### config.mk
export PLATFORM = sky130hd
export DESIGN_NAME = lstm_step_scheduler
export DESIGN_NICKNAME = d
export VERILOG_FILES = /design/src/rtl/lstm_step_scheduler.sv
export SDC_FILE = /design/constraint.sdc
export NUM_CORES = 1
export LEC_CHECK = 0
export CAP_MARGIN = 15
export CORE_ASPECT_RATIO = 0.9
export CORE_MARGIN = 2
export CORE_UTILIZATION = 56
export DETAILED_ROUTE_END_ITERATION = 8
export PLACE_DENSITY = 0.94
export SLEW_MARGIN = 20
export SYNTH_ARGS = -nofsm -noshare
export SYNTH_HDL_FRONTEND = slang
export SYNTH_SLANG_ARGS = --single-unit
### constraint.sdc
create_clock -name clk -period 5.8 [get_ports clk]
set_clock_uncertainty 0.15 [all_clocks]
set_input_delay 0.87 -clock clk [delete_from_list [all_inputs] [get_ports clk]]
set_output_delay 0.87 -clock clk [all_outputs]
set_load 0.03 [all_outputs]
### src/rtl/lstm_step_scheduler.sv
// lstm_step_scheduler: shares one lstm_unit among NUM_REQ requesters.
// A round-robin arbiter picks a requester. The FSM then issues one lstm_start
// per time step and waits for lstm_done, with a per-step timeout. It returns
// one response per accepted request. Every output comes straight from a
// register. Each output register is loaded with the value that belongs to the
// state being entered.
module lstm_step_scheduler #(
    parameter int NUM_REQ = 4,
    parameter int ID_W    = 2,
    parameter int LEN_W   = 8,
    parameter int TIMEOUT = 64,
    parameter int TO_W    = 8
) (
    input  logic                     clk,
    input  logic                     rst,
    input  logic [NUM_REQ-1:0]       req_valid,
    input  logic [NUM_REQ*LEN_W-1:0] req_len,
    input  logic [NUM_REQ-1:0]       req_clr,
    output logic [NUM_REQ-1:0]       req_ready,
    output logic                     lstm_start,
    output logic [ID_W-1:0]          lstm_ctx,
    output logic [LEN_W-1:0]         lstm_step,
    output logic                     lstm_clr_state,
    input  logic                     lstm_done,
    output logic                     rsp_valid,
    output logic [ID_W-1:0]          rsp_id,
    output logic [1:0]               rsp_status,
    output logic [LEN_W-1:0]         rsp_steps,
    input  logic                     rsp_ready,
    output logic                     busy
);

    localparam logic [1:0] STATUS_OK       = 2'b00;
    localparam logic [1:0] STATUS_TIMEOUT  = 2'b01;
    localparam logic [1:0] STATUS_ZERO_LEN = 2'b10;

    typedef enum logic [1:0] {
        ST_IDLE  = 2'd0,
        ST_ISSUE = 2'd1,
        ST_WAIT  = 2'd2,
        ST_RESP  = 2'd3
    } state_t;

    state_t             state_reg, state_next;
    logic [ID_W-1:0]    ptr_reg, ptr_next;
    logic [ID_W-1:0]    id_reg, id_next;
    logic [LEN_W-1:0]   len_reg, len_next;
    logic               clr_reg, clr_next;
    logic [LEN_W-1:0]   step_reg, step_next;
    logic [TO_W-1:0]    cnt_reg, cnt_next;

    logic [NUM_REQ-1:0] req_ready_reg, req_ready_next;
    logic               lstm_start_reg, lstm_start_next;
    logic [ID_W-1:0]    lstm_ctx_reg, lstm_ctx_next;
    logic [LEN_W-1:0]   lstm_step_reg, lstm_step_next;
    logic               lstm_clr_state_reg, lstm_clr_state_next;
    logic               rsp_valid_reg, rsp_valid_next;
    logic [ID_W-1:0]    rsp_id_reg, rsp_id_next;
    logic [1:0]         rsp_status_reg, rsp_status_next;
    logic [LEN_W-1:0]   rsp_steps_reg, rsp_steps_next;
    logic               busy_reg, busy_next;

    // Per-requester length fields, and the request vector rotated so that
    // bit 0 is the requester the pointer currently favours.
    logic [LEN_W-1:0]   len_arr [NUM_REQ];
    logic [NUM_REQ-1:0] rot_valid;
    logic [ID_W-1:0]    grant_off;
    logic [ID_W-1:0]    grant_id;
    logic [LEN_W-1:0]   step_inc;

    genvar gi;
    generate
        for (gi = 0; gi < NUM_REQ; gi++) begin : g_req
            assign len_arr[gi]   = req_len[gi*LEN_W +: LEN_W];
            assign rot_valid[gi] = req_valid[ptr_reg + ID_W'(gi)];
        end
    endgenerate

    assign step_inc = step_reg + LEN_W'(1);

    // State and output registers. Reset drops any transaction in flight.
    always_ff @(posedge clk) begin
        if (rst) begin
            state_reg          <= ST_IDLE;
            ptr_reg            <= '0;
            id_reg             <= '0;
            len_reg            <= '0;
            clr_reg            <= 1'b0;
            step_reg           <= '0;
            cnt_reg            <= '0;
            req_ready_reg      <= '0;
            lstm_start_reg     <= 1'b0;
            lstm_ctx_reg       <= '0;
            lstm_step_reg      <= '0;
            lstm_clr_state_reg <= 1'b0;
            rsp_valid_reg      <= 1'b0;
            rsp_id_reg         <= '0;
            rsp_status_reg     <= '0;
            rsp_steps_reg      <= '0;
            busy_reg           <= 1'b0;
        end else begin
            state_reg          <= state_next;
            ptr_reg            <= ptr_next;
            id_reg             <= id_next;
            len_reg            <= len_next;
            clr_reg            <= clr_next;
            step_reg           <= step_next;
            cnt_reg            <= cnt_next;
            req_ready_reg      <= req_ready_next;
            lstm_start_reg     <= lstm_start_next;
            lstm_ctx_reg       <= lstm_ctx_next;
            lstm_step_reg      <= lstm_step_next;
            lstm_clr_state_reg <= lstm_clr_state_next;
            rsp_valid_reg      <= rsp_valid_next;
            rsp_id_reg         <= rsp_id_next;
            rsp_status_reg     <= rsp_status_next;
            rsp_steps_reg      <= rsp_steps_next;
            busy_reg           <= busy_next;
        end
    end

    // Arbitration, next-state logic and output values for the state being entered.
    always_comb begin
        state_next          = state_reg;
        ptr_next            = ptr_reg;
        id_next             = id_reg;
        len_next            = len_reg;
        clr_next            = clr_reg;
        step_next           = step_reg;
        cnt_next            = cnt_reg;
        req_ready_next      = '0;
        lstm_start_next     = 1'b0;
        lstm_ctx_next       = lstm_ctx_reg;
        lstm_step_next      = lstm_step_reg;
        lstm_clr_state_next = 1'b0;
        rsp_valid_next      = rsp_valid_reg;
        rsp_id_next         = rsp_id_reg;
        rsp_status_next     = rsp_status_reg;
        rsp_steps_next      = rsp_steps_reg;

        // The lowest set bit of the rotated vector is the first requester
        // at or after the pointer.
        grant_off = '0;
        for (int i = NUM_REQ - 1; i >= 0; i--) begin
            if (rot_valid[i]) begin
                grant_off = ID_W'(i);
            end
        end
        grant_id = ptr_reg + grant_off;

        case (state_reg)
            ST_IDLE: begin
                if (|req_valid) begin
                    id_next        = grant_id;
                    len_next       = len_arr[grant_id];
                    clr_next       = req_clr[grant_id];
                    ptr_next       = grant_id + ID_W'(1);
                    step_next      = '0;
                    req_ready_next = NUM_REQ'(1) << grant_id;
                    if (len_arr[grant_id] == '0) begin
                        state_next      = ST_RESP;
                        rsp_valid_next  = 1'b1;
                        rsp_id_next     = grant_id;
                        rsp_status_next = STATUS_ZERO_LEN;
                        rsp_steps_next  = '0;
                    end else begin
                        state_next          = ST_ISSUE;
                        lstm_start_next     = 1'b1;
                        lstm_ctx_next       = grant_id;
                        lstm_step_next      = '0;
                        lstm_clr_state_next = req_clr[grant_id];
                        cnt_next            = '0;
                    end
                end
            end
            ST_ISSUE: begin
                // The ISSUE cycle counts toward the timeout window. A done
                // pulse here is ignored.
                state_next = ST_WAIT;
                cnt_next   = cnt_reg + TO_W'(1);
            end
            ST_WAIT: begin
                if (lstm_done) begin
                    step_next = step_inc;
                    if (step_inc == len_reg) begin
                        state_next      = ST_RESP;
                        rsp_valid_next  = 1'b1;
                        rsp_id_next     = id_reg;
                        rsp_status_next = STATUS_OK;
                        rsp_steps_next  = len_reg;
                    end else begin
                        state_next          = ST_ISSUE;
                        lstm_start_next     = 1'b1;
                        lstm_ctx_next       = id_reg;
                        lstm_step_next      = step_inc;
                        lstm_clr_state_next = clr_reg && (step_inc == '0);
                        cnt_next            = '0;
                    end
                end else if (cnt_reg == TO_W'(TIMEOUT - 1)) begin
                    state_next      = ST_RESP;
                    rsp_valid_next  = 1'b1;
                    rsp_id_next     = id_reg;
                    rsp_status_next = STATUS_TIMEOUT;
                    rsp_steps_next  = step_reg;
                end else begin
                    cnt_next = cnt_reg + TO_W'(1);
                end
            end
            ST_RESP: begin
                if (rsp_ready) begin
                    state_next      = ST_IDLE;
                    rsp_valid_next  = 1'b0;
                    rsp_id_next     = '0;
                    rsp_status_next = '0;
                    rsp_steps_next  = '0;
                    lstm_ctx_next   = '0;
                    lstm_step_next  = '0;
                end
            end
            default: begin
                state_next = ST_IDLE;
            end
        endcase

        busy_next = (state_next != ST_IDLE);
    end

    assign req_ready      = req_ready_reg;
    assign lstm_start     = lstm_start_reg;
    assign lstm_ctx       = lstm_ctx_reg;
    assign lstm_step      = lstm_step_reg;
    assign lstm_clr_state = lstm_clr_state_reg;
    assign rsp_valid      = rsp_valid_reg;
    assign rsp_id         = rsp_id_reg;
    assign rsp_status     = rsp_status_reg;
    assign rsp_steps      = rsp_steps_reg;
    assign busy           = busy_reg;

endmodule
Word level (Yosys, flattened, before mapping):

Index checks and enable logic that the tools add are counted.

* register bits: 61
* output and inout bits: 30
* word-level logic and storage cells: 142

* bitwise gates (word level): 3
* equal/unequal tests: 15
* shifts and indexed selects: 1
* add/subtract/negate cells: 7
* multiplexer cells: 78
* reduce and logical (&&, ||, !) cells: 15
* magnitude comparators: 6

Operators by type and width (count)
* $mux W8: 17
* $pmux W8 S3: 3
* $mux W2: 25
* $mux W1: 19
* $pmux W2 S3: 3
* $add A8 B1 Y8 const B: 2
* $bmux W8 S2: 1
* $logic_not A8 Y1: 2
* $pmux W8 S2: 1
* $lt A2 B3 Y1 const B: 5
* $ne A2 B2 Y1 const B: 6
* $ne A3 B3 Y1 const B: 4
* $reduce_and A6 Y1: 2
* $bmux W1 S2: 5
* $eq A8 B6 Y1 const B: 1
* $eq A8 B8 Y1: 1
* $pmux W2 S4: 1
* $reduce_bool A3 Y1: 2
* $reduce_and A5 Y1: 1
* $add A2 B1 Y2 const B: 2
* $add A2 B2 Y2 const B: 2
* $eq A2 B2 Y1 const B: 2
* $pmux W1 S2: 2
* $reduce_bool A2 Y1: 2
* other kinds (13): 14

Logic depth before layout (Yosys ltp):

* depth in word-level cells: 17
* gate-level depth with buffers: 14
* depth with buffers taken out: 12

Worst setup path before layout:

OpenSTA, ideal clock, no wires.

* path type: input -> register
* start point: in req_valid[0]
* end point: reg rsp_id_reg[0] (netlist: rsp_id[0])
* stages: 11
* slack: 1947 ps
* data arrival time: 3580 ps
* setup time: 123 ps
* path buffers: 1
* path through: buf_2 > or4_1 > o211ai_1 > ha_1 > or4_1 > nor2_1 > o21ai_0 > mux2i_1 > nor2_1 > a211o_1 > mux2_1

* longest elaborated chain between the ends: 14
* elaborated cells between the ends (all ways): 25
* those cells by class: add/sub (1); eq/ne (2); mux (18); bitwise (1); reduce/logical (3)

Ends and longest elaborated chain
* start, declared: line 16 `input logic [NUM_REQ-1:0] req_valid,`
* $bmux W1 S2: line 75 `assign rot_valid[gi] = req_valid[ptr_reg + ID_W'(gi)];`
* $mux W1 (not written as such): line 75
* $mux W2 (3 in series): line 145 `if (rot_valid[i]) begin`
* $mux W2 *: line 145
* $add A2 B2 Y2 *: line 149 `grant_id = ptr_reg + grant_off;`
* net grant_id[0]: line 68 `logic [ID_W-1:0] grant_id;`
* $not A2 Y3 (not written as such): line 160 `if (len_arr[grant_id] == '0) begin`
* $bmux W8 S2: line 160
* $mux W8 (not written as such) (2 in series): line 160
* $logic_not A8 Y1: line 160
* $ne A2 B2 Y1 (no line)
* $reduce_and A6 Y1 (no line)
* end signal, assigned: line 115 `rsp_id_reg <= rsp_id_next;`
* end, declared: line 58 `logic [ID_W-1:0] rsp_id_reg, rsp_id_next;`

The timed path passes the listed nets; every way through them passes the cells marked *. The select of a mux whose other input is x is not followed.
A chain may end at the register's enable or synchronous reset.

Worst setup path in the final report:

* start point: in req_valid[0]
* end point: reg rsp_valid_reg (netlist: rsp_valid)

* longest elaborated chain between the ends: 14
* elaborated cells between the ends (all ways): 22
* those cells by class: add/sub (1); eq/ne (2); mux (15); bitwise (1); reduce/logical (3)

Ends and longest elaborated chain
* $bmux W1 S2: line 75
* $mux W1 (not written as such): line 75
* $mux W2 (3 in series): line 145
* $mux W2 *: line 145
* $add A2 B2 Y2 *: line 149
* net grant_id[0]: line 68
* $not A2 Y3 (not written as such) *: line 160
* $bmux W8 S2 *: line 160
* $mux W8 (not written as such) * (2 in series): line 160
* $logic_not A8 Y1 *: line 160
* $ne A2 B2 Y1 (no line) *
* $reduce_and A6 Y1 (no line) *
* end signal, assigned: line 114 `rsp_valid_reg <= rsp_valid_next;`
* end, declared: line 57 `logic rsp_valid_reg, rsp_valid_next;`

Marks and branches as above.

==> summary.md <==
| Metric | Value |
|---|---|
| Post-Syn Instances | `453` |
| Initial Utilization | `57.51%` |
| DPL Wire Length | `7123 um` |
| TritonCTS clock tree | `yes` |
| Worst Setup Slack post-DPL | `1.000 ns` |
| DRT antenna net count | `0` |
| Syn_nets | `505` |
| Synth Area in Simple Gates | `23.97%` |
| Status | `completed` |
| Row count | `28` |
| Width of the chip | `~90 um` |
| Cell Area, Synth | `~3700 sq um` |
| Layout Nets | `559` |
| Synth Area in XOR/XNOR | `5.109%` |
| Yosys top cell area share | `between 30% and 40%` |
| Yosys top cell by area | `dfxtp_1` |
| Largest net degree at the start of global routing | `50` |
| P_leak | `1.754 nW` |
| Fill cells | `approximately 520` |
| Clk pin slew, worst setup/hold paths | `0.07 ns` |
| Antenna violations before repair | `0` |
| # hold bufs at CTS | `0` |
| Post-DP Area | `roughly 4500 sq um` |
| CTS Buffer Depth | `2` |
| Ant diodes | `0` |
| FF+latch area | `approximately 1200 sq um` |
| Total number of vias | `3594` |
| Worst Setup Slack, final | `1.334 ns` |
| Adder-cell share of the synthesized area | `2.671%` |
| Multi-input logic area | `2321 sq um` |
| Crit path max fanout | `21` |
| Synth warn | `0` |
| Total GRT Usage | `a little over a quarter` |
| Crit share post-route | `77.00%` |
| Hold WS | `0.3130 ns` |
| Critical path endpoint category | `flip-flop` |
| Overflow after GRT | `0` |
| Setup violators final | `0` |
| Compound-cell area share of the yosys netlist | `16.63%` |
| Post-CTS Setup Bufs | `0` |
| Final core utilization | `71.03%` |
| Seq/Total Area, Yosys | `32.59%` |
| Hold crit path type | `flip-flop to flip-flop` |
| Synth Flop Type | `dfxtp_1` |
| Clock root buffer master | `clkbuf_8` |
| Clock Latency Late Sink | `0.35 ns` |
| Num CTS Buffers | `9` |
| Worst Tran Pin Value | `0.7883 ns` |
| Fmax | `0.2239 GHz` |
| Top cells by area, synth | `dfxtp_1 (33%), nand2_1 (7.0%), mux4_2 (4.8%), mux2i_1 (4.5%), nor2_1 (4.4%)` |
| Largest family of logic cells by synthesized area | `simple AND/OR/NAND/NOR gates` |
| DR DRC count | `0` |
| TritonCTS Sinks | `between 60 and 70` |
| CP Launch Type | `input pin` |
| Gpl congestion | `0.9644` |
| Max IR drop VDD | `between 0.0002 and 0.0003 V` |
| Register bit count reported by yosys | `61` |
| Crit Path Class | `input pin to flip-flop` |
| Pwr per Cell Area | `374.3 nW/um^2` |
| IO Port Bufs | `73` |
| EDFF count, synth | `0` |
| DR iter-0 viols | `between 200 and 250` |
| Synthesis-to-finish area growth | `23.51%` |
| Post-cts sizing count | `0` |
| Max Slew Vio Count | `0` |
| Setup tns final | `0 ns` |
| H-Tree Level Count | `3` |
| Global-route wire length before repair | `15860 um` |
| Share of flip-flops with an asynchronous set or reset | `0%` |
| Worst path arrival time | `4.55 ns` |
| RSZ-0062 raised after global routing | `no` |
| WP data required | `5.89 ns` |
| Die area | `7363 sq um` |
| Ratio of cells with drive above 1 in the final layout | `10.16%` |
| Core Area | `6516 sq um` |
| Number of global-route vias before repair | `3525` |
| Fin area | `4628 sq um` |
| Final Hold Viols | `0` |
| Die Y | `81.61 um` |
| Number of vias per cell | `5.970` |
| Routed length per instance | `around 16 um` |
| Max-Cap Viols | `0` |
| Count of different cell masters after synthesis | `64` |
| Tmin final | `4.466 ns` |
| Post-synthesis mux area share | `13.56%` |
| Num ports | `74` |
| WL final | `9605 um` |
| Pre-Repair DR Iteration Count | `5` |
| Synth Area per Inst | `8.272 sq um` |
| Worst rel slew slack | `46.96%` |
## logic make-up (layout without fill, tap and decap cells)
| logic type | Yosys count | after routing |
|---|---|---|
| compound gates | 94 | 94 |
| xor+xnor | 21 | 21 |
| fa+ha+maj | 8 | 8 |
| buf+inv | 45 | 104 |
| flops | 61 | 61 |
| mux | 39 | 39 |
| simple gates | 185 | 185 |
## path summary, 6_finish.rpt
kind,to,depth (start not counted),start,slack (ns)
max,rsp_valid,13,req_valid[0],1.33
min reg2reg,lstm_step[6],2,lstm_step[6],0.31
max reg2reg,rsp_valid,12,ptr_reg[0],1.89
min,lstm_step[6],2,lstm_step[6],0.31
## worst max-delay path, stage by stage
cell and delay [ns]:
clkdlybuf4s50_1 0.62, nor3_1 0.08, a311oi_1 0.27, o211ai_1 0.12
ha_1 0.30, buf_4 0.28, mux2_2 0.40, nor2_1 0.10
o21ai_1 0.07, mux2i_1 0.32, nor2_1 0.12, a211o_1 0.59
mux2_1 0.41
## cells in the mapped netlist (2+ instances only)
cell type	instances
xor2_1	6
a32o_1	2
nor3b_1	2
and3_1	4
nor2b_1	7
a21oi_1	28
nor3_1	14
a211o_1	2
nand4_1	3
mux2i_1	17
buf_4	5
mux2_2	11
xnor2_1	14
o211ai_1	5
a31oi_1	2
buf_2	8
nand2b_1	5
o31ai_1	3
nor4_1	9
o41ai_1	2
nand2_1	70
ha_1	8
mux2_1	3
or4_1	7
mux4_2	8
o21a_1	3
and2_1	2
buf_1	2
clkbuf_1	17
nor2_1	44
dfxtp_1	61
o32ai_1	2
inv_1	11
o311ai_0	7
a311oi_1	3
o21ai_0	22
nand3_1	7
## stage by stage
stage | power, mW | std cells
floorplan | 1.187 | 453
global placement | 1.361 | 586
detailed placement | 1.396 | 586
CTS | 1.729 | 602
global route | 1.833 | 602
finish | 1.732 | 602
## layout by cell type (no fill, tap or decap), types with 4 or more instances in the layout
master           instances
xor2_1                   6
o211ai_1                 5
nor2_1                  44
nor3_1                  14
mux2i_1                 17
nor4_1                   9
mux4_2                   8
dfxtp_1                 61
clkdlybuf4s50_1         73
clkbuf_8                 9
nand3_1                  7
or4_1                    7
ha_1                     8
a21oi_1                 28
o311ai_0                 7
o21ai_0                 21
nand2_1                 70
inv_1                   11
nor2b_1                  7
nand2b_1                 5
mux2_2                  11
xnor2_1                 14
and3_1                   4
## per-layer routing
| metal | wire [um] | track usage (%) |
|---|---|---|
| met1 | 4079 | 30.50 |
| met2 | 4532 | 47.74 |
| met3 | 719 | 5.413 |
| met4 | 274 | 14.31 |
| met5 | 0 | 0 |
## cell type report
cell class / count / share of cell area [%]
Clock inverter: 7 / 1.108
Sequential cell: 61 / 26.39
Clock buffer: 9 / 2.676
Multi-Input combinational cell: 347 / 50.15
Timing Repair Buffer: 76 / 16.27
Tap cell: 90 / 2.433
Inverter: 12 / 0.9732
## power breakdown
part / internal, mW / leakage (nW) / switching, mW
combinational: 0.382 / 1.17 / 0.457
clock: 0.156 / 0.0856 / 0.175
sequential: 0.494 / 0.497 / 0.0686
total: 1.03 / 1.75 / 0.701
Note: power is estimated with default switching activity, not from simulation.
